File: config.mk
export PLATFORM = sky130hd
export DESIGN_NAME = mem_access_seq
export DESIGN_NICKNAME = d
export VERILOG_FILES = /design/src/rtl/mem_access_seq.sv
export SDC_FILE = /design/constraint.sdc
export NUM_CORES = 1
export LEC_CHECK = 0
export BUFFER_PORTS_ARGS = -buffer_cell sky130_fd_sc_hd__buf_2
export CAP_MARGIN = 15
export CORE_MARGIN = 2
export CORE_UTILIZATION = 57
export DETAILED_ROUTE_END_ITERATION = 12
export PLACE_DENSITY = 0.79
export SYNTH_ARGS = -nofsm -noshare
export SYNTH_HDL_FRONTEND = slang
export SYNTH_SLANG_ARGS = --single-unit
File: constraint.sdc
create_clock -name clk -period 3.75 [get_ports clk]
set_clock_uncertainty 0.05 [all_clocks]
set_input_delay 0.75 -clock clk [delete_from_list [all_inputs] [get_ports clk]]
set_output_delay 0.75 -clock clk [all_outputs]
set_load 0.05 [all_outputs]
File: src/rtl/mem_access_seq.sv
// Memory-port sequencer for the multicycle datapath.
// Steps one transaction through address, latency wait and capture.
module mem_access_seq #(
    parameter int WAIT_CYCLES = 2,
    parameter int CNT_W       = 4
) (
    input  logic       clk,
    input  logic       reset_n,
    input  logic       req_valid,
    input  logic [1:0] req_src,
    input  logic       req_write,
    input  logic       flush,
    output logic [1:0] mux_iord_control,
    output logic       mem_wr,
    output logic       ir_wr,
    output logic       mdr_wr,
    output logic       busy,
    output logic       done,
    output logic       err
);

    typedef enum logic [2:0] {
        S_IDLE,
        S_ACCESS,
        S_WAIT,
        S_CAPTURE,
        S_DONE
    } state_t;

    localparam logic [CNT_W-1:0] WaitLd = CNT_W'(WAIT_CYCLES);
    localparam logic [CNT_W-1:0] CntOne = CNT_W'(1);
    localparam logic             HasWait = (WAIT_CYCLES > 0);

    state_t           state_q;
    logic [CNT_W-1:0] cnt_q;
    logic [1:0]       src_q;
    logic             write_q;
    logic             err_q;
    logic [1:0]       mux_q;
    logic             mem_wr_q;
    logic             ir_q;
    logic             mdr_q;
    logic             busy_q;
    logic             done_q;
    logic             err_out_q;

    logic             req_illegal;

    // Stores may only target the ALUOut or ALU-result address.
    always_comb begin
        req_illegal = req_write
                    && ((req_src == 2'b00) || (req_src == 2'b11));
    end

    // Transaction FSM; every output is registered alongside the state.
    always_ff @(posedge clk or negedge reset_n) begin
        if (!reset_n) begin
            state_q   <= S_IDLE;
            cnt_q     <= '0;
            src_q     <= 2'b00;
            write_q   <= 1'b0;
            err_q     <= 1'b0;
            mux_q     <= 2'b00;
            mem_wr_q  <= 1'b0;
            ir_q      <= 1'b0;
            mdr_q     <= 1'b0;
            busy_q    <= 1'b0;
            done_q    <= 1'b0;
            err_out_q <= 1'b0;
        end else begin
            mem_wr_q  <= 1'b0;
            ir_q      <= 1'b0;
            mdr_q     <= 1'b0;
            done_q    <= 1'b0;
            err_out_q <= 1'b0;
            unique case (state_q)
                S_IDLE: begin
                    if (req_valid) begin
                        src_q   <= req_src;
                        write_q <= req_write;
                        busy_q  <= 1'b1;
                        if (req_illegal) begin
                            err_q     <= 1'b1;
                            state_q   <= S_DONE;
                            done_q    <= 1'b1;
                            err_out_q <= 1'b1;
                            mux_q     <= 2'b00;
                        end else begin
                            err_q    <= 1'b0;
                            state_q  <= S_ACCESS;
                            mux_q    <= req_src;
                            mem_wr_q <= req_write;
                        end
                    end
                end
                S_ACCESS: begin
                    if (write_q) begin
                        // Write is already committed; flush cannot stop it.
                        state_q   <= S_DONE;
                        done_q    <= 1'b1;
                        err_out_q <= err_q;
                        mux_q     <= 2'b00;
                    end else if (flush) begin
                        state_q <= S_IDLE;
                        busy_q  <= 1'b0;
                        mux_q   <= 2'b00;
                    end else begin
                        cnt_q <= WaitLd;
                        if (HasWait) begin
                            state_q <= S_WAIT;
                        end else begin
                            state_q <= S_CAPTURE;
                            ir_q    <= (src_q == 2'b00);
                            mdr_q   <= (src_q != 2'b00);
                        end
                    end
                end
                S_WAIT: begin
                    if (flush) begin
                        state_q <= S_IDLE;
                        busy_q  <= 1'b0;
                        mux_q   <= 2'b00;
                    end else begin
                        cnt_q <= cnt_q - CntOne;
                        if (cnt_q == CntOne) begin
                            state_q <= S_CAPTURE;
                            ir_q    <= (src_q == 2'b00);
                            mdr_q   <= (src_q != 2'b00);
                        end
                    end
                end
                S_CAPTURE: begin
                    busy_q <= ~flush;
                    mux_q  <= 2'b00;
                    if (flush) begin
                        state_q <= S_IDLE;
                    end else begin
                        state_q   <= S_DONE;
                        done_q    <= 1'b1;
                        err_out_q <= err_q;
                    end
                end
                S_DONE: begin
                    state_q <= S_IDLE;
                    busy_q  <= 1'b0;
                end
                default: begin
                    state_q <= S_IDLE;
                    busy_q  <= 1'b0;
                    mux_q   <= 2'b00;
                end
            endcase
        end
    end

    // A flush in the capture cycle must still veto the register load.
    always_comb begin
        mux_iord_control = mux_q;
        mem_wr           = mem_wr_q;
        ir_wr            = ir_q & ~flush;
        mdr_wr           = mdr_q & ~flush;
        busy             = busy_q;
        done             = done_q;
        err              = err_out_q;
    end

endmodule

==> reports/metrics.cfg <==
[run_status]
status=finished, final reports clean

[clock_network]
h-tree-depth=1
cts_buffers=3
insertion_delay_ns=0.29
clk_path_buf_depth=2
clk_pin_slew_worst_paths_ns=0.11
cts_tree=yes
postCtsHoldBufs=0
cts_sinks=19
post_cts_buffers=0
cts_root_buf=clkbuf_4
ctsResizeCount=0

[drt]
vias=629
drc_errors=0
postRouteAntennaNets=0
drt_iter0_drc=10
vias_per_cell=5.57
drt-pass1-iter-count=4
detail_route.wl_per_cell_um=12.9
totalWireLength_um=1460

[yosys]
async_reset_ff_frac=1.00
syn_avg_cell_area_sq_um=10.9
yosys.area.top_type_share=0.526
synth_area_leaders=dfrtp_1 53%, nand2_1 5.0%, buf_6 3.7%
syn_area_sq_um=905
syn_inst=83
syn_nets=92
ys_seq_area_frac=0.526
ys.flop_type=dfrtp_1
yosys_warnings=0
synth_top_area_cell=dfrtp_1
ys_types=29
ys_seq_elements=19
synth_edf_count=0

[sta]
post-route-period-util=0.574
worst_slew_margin_rel=0.683
clock.fmax_mhz=465
setup_violations=0
finalHoldViolCount=0
finalCriticalPeriod_ns=2.15
rsz0062_at_grt=no
fin_tns_setup_ns=0
tightest_slew_ns=0.473
slew_viol_final=0

[worst_setup_path]
critical_path.cell_chain=buf_2 > and2b_2 > buf_2
cp.arrival_ns=1.35
crit_path_frequent_cell=buf_2
r2r_start=state_q[1]$_DFFE_PN0P_
cp.required_ns=2.95
max_stage_delay_ns=0.25
timing.rr.end=mux_iord_control[1]$_DFFE_PN0P_
setup.worst_path.start_class=primary input
crit_path_top_delay_cell=buf_2
rrSetupSlack_ns=2.10
critPathKind=primary input to primary output
critical_path.max_fanout=9
end_kind=primary output
reg2regPathDepth=4

[floorplanning]
rows=14
initial_core_util=0.608
io_pins=15
die_w_um=43.8
core_area_sq_um=1490
dieArea_sq_um=1920
die_height_um=43.8

[layout]
fin_util=0.661
final_common_cell=dfrtp_1
layout_common_cells=19 x dfrtp_1, 14 x buf_2, 12 x nand2_1, 7 x nor2_1, 5 x inv_1
area_growth_pct=8.71
drive_gt1_frac=0.258
n_antenna_cell=0
finalNetCount=107

[global_routing]
track_usage=0.183
grt_max_degree=20
antenna_found_initial=0
grt_pass1_wl_um=2580
first_global_vias=589
grt.overflow.total=0

[worst_hold_path]
min_path_type=primary input to asynchronous set/reset pin

[power_and_ir_drop]
powerDensity_nw_per_um2=765
leakage_nw=0.506
ir_drop_v=0.000446

[flow_run]
cap_viol_max_count=0

[place]
portBuffers=14
dp_hpwl_um=1080
gp_congestion=0.810

Yosys cell counts (all sizes together) (4+ instances only):
cell   number
dfrtp      19
nand2      12
nor2        7
inv         5
buf         4
nor3        4
o21ai       4
worst max path at each step:
stage	from	endpoint	slack, ns	depth (start not counted)
after floorplan	flush	mdr_wr	1.63	2
after global placement	flush	ir_wr	1.61	3
after detailed placement	flush	ir_wr	1.60	3
after CTS	flush	ir_wr	1.60	3
after global routing	flush	ir_wr	1.58	3
final	flush	ir_wr	1.60	3
sequential cells by signal (all words and copies together) (netlist names):
register	count
err	1
cnt_q	4
src_q	2
mdr_q	1
ir_q	1
write_q	1
state_q	3
done	1
err_q	1
busy	1
mux_iord_control	2
mem_wr	1
worst max-delay path: cells and delay by family:
kind	cells	cell delay, ns
and+or+nand+nor	1	0.21
buffers and inverters	2	0.39
where the power goes:
part           switching (W)  leakage [nW]  total [W]  internal, W
logic               0.000188         0.243   0.000297     0.000109
clock network      0.0000612        0.0177   0.000101    0.0000397
registers          0.0000754         0.246   0.000355     0.000279
total               0.000324         0.506   0.000753     0.000428
metrics by stage:
step | setup WS, ns | power (W) | hold slack [ns] | area [sq um] | cells
global placement | 1.61 | 0.000648 | 0.395 | 956 | 109
CTS | 1.60 | 0.000760 | 0.335 | 983 | 113
detailed placement | 1.60 | 0.000658 | 0.401 | 956 | 109
global route | 1.58 | 0.000807 | 0.344 | 983 | 113
finish | 1.60 | 0.000753 | 0.316 | 983 | 113
floorplan | 1.63 | 0.000603 | 0.378 | 905 | 83
final cells by class:
cell class	instances	area [sq um]
fill	110	505
sequential	19	475
multi-input combinational	55	372
timing repair buffer	14	70.1
clock buffer	3	22.5
tap	16	20.0
inverter	5	18.8
clock inverter	1	5.00
logic make-up (layout without fill, tap and decap cells):
logic type,after synthesis,count (layout),share of synthesized area
simple gates,35,35,0.225
fa+ha+maj,2,2,0.0277
flops,19,19,0.526
compound gates,12,12,0.0927
xor+xnor,3,3,0.0291
buf+inv,9,23,0.0636
mux,3,3,0.0360
metal layers:
| metal | vias to the layer above | part of all wire | track usage |
|---|---|---|---|
| met5 | - | 0 | 0 |
| met4 | 0 | 0.014 | 0.0727 |
| met3 | 4 | 0.036 | 0.0250 |
| met2 | 15 | 0.46 | 0.291 |
| met1 | 299 | 0.49 | 0.253 |
| li1 | 311 | - | - |
Power figures use the tool's default switching activity.
